<file path="src/rtl/down_counter_pkg.sv">
// Shared types and constants for the loadable 4-bit countdown timer and its
// 7-segment digit decoder.
package down_counter_pkg;

   typedef enum logic [1:0] {
      IDLE  = 2'd0,
      RUN   = 2'd1,
      PAUSE = 2'd2,
      DONE  = 2'd3
   } dc_state_t;

   localparam logic [3:0] DC_MAX = 4'd15;

   // Active-high segments {g,f,e,d,c,b,a}, indexed by hex digit.
   localparam logic [6:0] SEG_TABLE [16] = '{
      7'h3F, 7'h06, 7'h5B, 7'h4F, 7'h66, 7'h6D, 7'h7D, 7'h07,
      7'h7F, 7'h6F, 7'h77, 7'h7C, 7'h39, 7'h5E, 7'h79, 7'h71
   };

endpackage

</file>
<file path="src/rtl/down_counter_hex_to_seg.sv">
// Combinational hex digit to 7-segment lookup driven from the shared table.
module hex_to_seg
   import down_counter_pkg::*;
(
   input  logic [3:0] hex,
   output logic [6:0] seg
);

   // Table lookup for the digit.
   always_comb begin
      seg = SEG_TABLE[hex];
   end

endmodule

</file>
<file path="src/rtl/down_counter.sv">
// Loadable 4-bit countdown timer with load/start/stop/expire FSM and hex digit output.
// Build option DOWN_COUNTER_AUTORELOAD_EN: reload at terminal count, done becomes a pulse.
module down_counter
   import down_counter_pkg::*;
(
   input  logic       clk,
   input  logic       reset,
   input  logic       slow_clk,
   input  logic       load,
   input  logic [3:0] load_val,
   input  logic       start,
   input  logic       stop,
   output logic [3:0] val,
   output logic [6:0] seg,
   output logic       busy,
   output logic       done
);

   dc_state_t  state_q, state_d;
   logic [3:0] count_q, count_d;
   logic [3:0] reload_q, reload_d;
   logic       done_q, done_d;

   // Next-state, count and done logic in priority order load > stop > start > tick.
   always_comb begin
      state_d  = state_q;
      count_d  = count_q;
      reload_d = reload_q;
      done_d   = 1'b0;
      if (load) begin
         count_d  = load_val;
         reload_d = load_val;
         state_d  = IDLE;
      end else begin
         case (state_q)
            IDLE, PAUSE: begin
               if (start) begin
                  if (count_q != 4'd0) begin
                     state_d = RUN;
                  end else begin
                     state_d = DONE;
                     done_d  = 1'b1;
                  end
               end else begin
                  state_d = state_q;
               end
            end
            RUN: begin
               if (stop) begin
                  state_d = PAUSE;
               end else if (start) begin
                  state_d = RUN;
               end else if (slow_clk) begin
                  if (count_q == 4'd1) begin
`ifdef DOWN_COUNTER_AUTORELOAD_EN
                     count_d = reload_q;
                     done_d  = 1'b1;
`else
                     count_d = 4'd0;
                     state_d = DONE;
                     done_d  = 1'b1;
`endif
                  end else if (count_q != 4'd0) begin
                     count_d = count_q - 4'd1;
                  end else begin
                     count_d = 4'd0;
                  end
               end else begin
                  state_d = RUN;
               end
            end
            DONE: begin
               count_d = 4'd0;
               done_d  = 1'b1;
            end
            default: begin
               state_d = IDLE;
               count_d = 4'd0;
            end
         endcase
      end
   end

   // State, count, reload and done registers.
   always_ff @(posedge clk) begin
      if (reset) begin
         state_q  <= IDLE;
         count_q  <= 4'd0;
         reload_q <= 4'd0;
         done_q   <= 1'b0;
      end else begin
         state_q  <= state_d;
         count_q  <= count_d;
         reload_q <= reload_d;
         done_q   <= done_d;
      end
   end

   assign val  = count_q;
   assign busy = (state_q == RUN);
   assign done = done_q;

   hex_to_seg u_hex_to_seg (
      .hex (count_q),
      .seg (seg)
   );

endmodule

</file>
<file path="config.mk">
export PLATFORM = sky130hd
export DESIGN_NAME = down_counter
export DESIGN_NICKNAME = d
export VERILOG_FILES = /design/src/rtl/down_counter_pkg.sv /design/src/rtl/down_counter_hex_to_seg.sv /design/src/rtl/down_counter.sv
export SDC_FILE = /design/constraint.sdc
export NUM_CORES = 1
export LEC_CHECK = 0
export ABC_AREA = 0
export BUFFER_PORTS_ARGS = -buffer_cell sky130_fd_sc_hd__clkbuf_2
export CAP_MARGIN = 20
export CORE_UTILIZATION = 23
export DETAILED_ROUTE_END_ITERATION = 8
export PLACE_DENSITY_LB_ADDON = 0.12
export SETUP_SLACK_MARGIN = 0.1
export SLEW_MARGIN = 15
export SYNTH_ARGS = -nofsm -noshare
export SYNTH_HDL_FRONTEND = slang
export SYNTH_HIERARCHICAL = 1
export SYNTH_SLANG_ARGS = --single-unit
</file>
<file path="constraint.sdc">
create_clock -name clk -period 4.4 [get_ports clk]
set_input_delay 1.1 -clock clk [delete_from_list [all_inputs] [get_ports clk]]
set_output_delay 1.1 -clock clk [all_outputs]
set_load 0.1 [all_outputs]
</file>
==> metrics.md <==
| Metric | Value |
|---|---|
| Status | completed |
| Crit path max fanout | 14 |
| Crit share post-route | 76.3% |
| ANT cells | 0 |
| Fin. Hold Viols | 0 |
| R2R Path End | val[0] |
| Finished Layout Cells | about 160 |
| Vias | 748 |
| Inst Count DP | 151 |
| Worst Hold Class | flip-flop to flip-flop |
| Kind of critical path | flip-flop to primary output |
| Syn Std Cell Area | 734 sq um |
| Iter 0 DRT Violations | 33 |
| Leak | 0.377 nW |
| Main combinational cell family by area after synthesis | simple AND/OR/NAND/NOR gates |
| Area Growth Syn to Fin | 23.3% |
| Worst-Skew Late Latency | 0.25 ns |
| Die Y | just under 60 microns |
| Worst Max-Slew Pin Slew | 0.667 ns |
| Yosys cell types | 40 |
| CTS Buf Count | 3 |
| Cell Rows | 20 |
| Crit. End Element | primary output |
| Register area share after synthesis | 19.1% |
| 1st-pass router iterations | 4 |
| Largest stage delay, worst path | 0.61 ns |
| Final antenna-violating net count | 0 |
| Port bufs | 22 |
| Setup slack, reg-to-reg | 2.58 ns |
| Min-Delay Endpoint | done |
| Num ports | 23 |
| Layout cells sized above 1 | 32.4% |
| Syn Area/Cell | 8.16 sq um |
| Vias/cell | 4.83 |
| Area of the die | 0.00342 sq mm |
| Final Slew Violations | 0 |
| Drt total wl | 1900 microns |
| PwrDens | between 300 and 400 mW/mm^2 |
| Worst-path cell chain | inv_1, ha_1, mux4_1, clkbuf_2 |
| Simple-Gate Fraction of Synth Area | 24.4% |
| Req. time, crit path | 3.30 ns |
| Vias in the first global route | 694 |
| Detailed-route DRC error count | 0 |
| Die W | ~59 microns |
| Sink Count | 7 |
| Unrepaired setup endpoints after global routing | false |
| Tot GR Track Use | 11.8% |
| Initial antenna violation count | 0 |
| XOR/XNOR share of the synthesized area | 1.19% |
| Ys Warns | 6 |
| Clock buffer depth | 2 |
| Worst rel slew slack | approximately 55% |
| Post-layout minimum cycle time | 3.36 ns |
| Clock Pin Slew Worst Setup and Hold Paths | 0.06 ns |
| Hpwl dp | 1420 microns |
| Reg2reg start | val[2] |
| Mux share of post-synthesis cell area | 12.4% |
| Critical path launch point type | flip-flop |
| Maxcap violations | 0 |
| F_max | 298 MHz |
| GRT overflow | 0 |
| First-pass GRT wire length | between 3000 and 4000 microns |
| Setup TNS | 0 ns |
| Post-CTS Resized | 0 |
| Hold Buf Count CTS | 0 |
| Final setup viols | 0 |
| Post-CTS Setup Bufs | 0 |
| Post-DR wirelength/cell | 12.3 microns |
| Hold path depth | 2 |
| Htree depth | 1 |
| Reg2Reg Depth | 4 |
| CTS root buffer | clkbuf_4 |
| Seq cells post-synth | 7 |
| Fill count | 350 |
| Area of the core | 0.00305 sq mm |
| Starting Density | 24.1% |
| Synth Area in Adders | 11.9% |
| Slowest CP cell | dfxtp_1 |
| Largest net degree at the start of global routing | 20 |
| Hold Path Origin | state_q[0] |
| Mapped Nets | 107 |
| Most common cell after layout, fill and taps aside | clkbuf_2 |
| CTS tree | built |
| Layout Nets | ~130 |
| Mapped Cells | 90 |
| Routability Congestion | roughly 0.75 |
| Peak VDD IR | 116 uV |
| Synth Area in Compound Gates | 21.3% |
| Critical Path AT | 2.26 ns |
| Clock skew | 0.000953 ns |
-- cells in the mapped netlist --
cell type | count | area share, %
and4_1 | 1 | 1.2
or4_1 | 1 | 1.0
ha_1 | 7 | 12
a221oi_1 | 1 | 1.2
o21ai_1 | 2 | 1.4
o22ai_1 | 1 | 0.85
o31a_2 | 1 | 1.4
nand2b_1 | 1 | 0.85
mux4_1 | 1 | 3.6
mux2_2 | 4 | 6.1
a21oi_1 | 9 | 6.1
o21ai_0 | 4 | 2.7
nand3b_1 | 1 | 1.0
or2b_1 | 1 | 1.0
nor3_1 | 3 | 2.0
and2b_2 | 1 | 1.2
nor4_1 | 3 | 2.6
or3b_4 | 1 | 1.5
nor2b_1 | 3 | 2.6
a21o_1 | 1 | 1.0
clkbuf_1 | 3 | 1.5
buf_2 | 1 | 0.68
o32a_1 | 1 | 1.4
nand4_1 | 1 | 0.85
a31o_1 | 1 | 1.2
and3_1 | 1 | 0.85
buf_6 | 1 | 1.5
dfxtp_1 | 7 | 19
a221oi_2 | 1 | 2.0
mux2i_1 | 2 | 2.7
a31oi_1 | 1 | 0.85
nand3_1 | 1 | 0.68
nor3b_1 | 1 | 1.0
xnor2_1 | 1 | 1.2
or3_1 | 1 | 0.85
nand2_1 | 7 | 3.6
inv_1 | 7 | 3.6
nor2_1 | 3 | 1.5
a41oi_1 | 1 | 1.2
bufinv_8 | 1 | 2.4
-- critical path: cells and delay by family (launching register included) --
kind | cells | cell delay (ns)
adder cells (fa/ha/maj) | 1 | 0.35
multiplexers | 1 | 0.48
buffers and inverters | 2 | 0.56
flip-flops | 1 | 0.61
-- power by group --
part	switching [W]	total [W]	internal, W
sequential	0.0000126	0.0000797	0.0000671
clock	0.0000266	0.0000614	0.0000348
combinational	0.000109	0.000143	0.0000346
total	0.000148	0.000284	0.000136
-- cells by family after synthesis --
kind of cell | after synthesis
flops | 7
buf+inv | 13
compound gates | 24
mux | 7
simple gates | 31
xor+xnor | 1
fa+ha+maj | 7
-- layout make-up --
cell class | count | area [sq um] | share of cell area (%)
clock buffers | 4 | 26.3 | 2.90
multi-input cells | 70 | 531 | 58.6
flip-flops and latches | 7 | 140 | 15.5
repair buffers | 22 | 110 | 12.2
well taps | 44 | 55.1 | 6.08
inverters | 8 | 43.8 | 4.83
-- sequential cells by signal, indices dropped and copies added, names as in the netlist --
| signal | flops |
|---|---|
| state_q | 2 |
| val | 4 |
| done | 1 |
-- worst max-delay path by stage --
| stage | slack (ns) | start | to | depth (start not counted) |
|---|---|---|---|---|
| after floorplan | 0.63 | val[1] | seg[5] | 4 |
| after global placement | 1.37 | val[0] | seg[3] | 4 |
| after detailed placement | 1.31 | val[0] | seg[3] | 4 |
| after CTS | 1.02 | val[0] | seg[3] | 4 |
| after global routing | 0.88 | val[0] | seg[3] | 4 |
| final | 1.04 | val[0] | seg[3] | 4 |
-- routing by layer --
metal  GRT usage (%)  vias to the layer above  routed length, microns
li1                -                      369                       -
met1            14.5                      353                     867
met2            21.3                       24                     943
met3            1.32                        2                      82
met4            4.08                        0                       8
met5               0                        -                       0
-- through the flow --
stage          setup WS [ns]  instance area [sq um]  total power [W]  utilization (%)  hold WS [ns]
2_1_floorplan          0.626                    742         0.000201                -         0.500
3_3_place_gp            1.37                    880         0.000224             28.8         0.592
3_5_place_dp            1.31                    880         0.000224             28.8         0.598
4_1_cts                 1.02                    906         0.000288             29.7         0.605
5_1_grt                0.885                    906         0.000303             29.7         0.648
6_report                1.04                    906         0.000284             29.7         0.593
No activity file was read; power rests on OpenSTA's default activity.
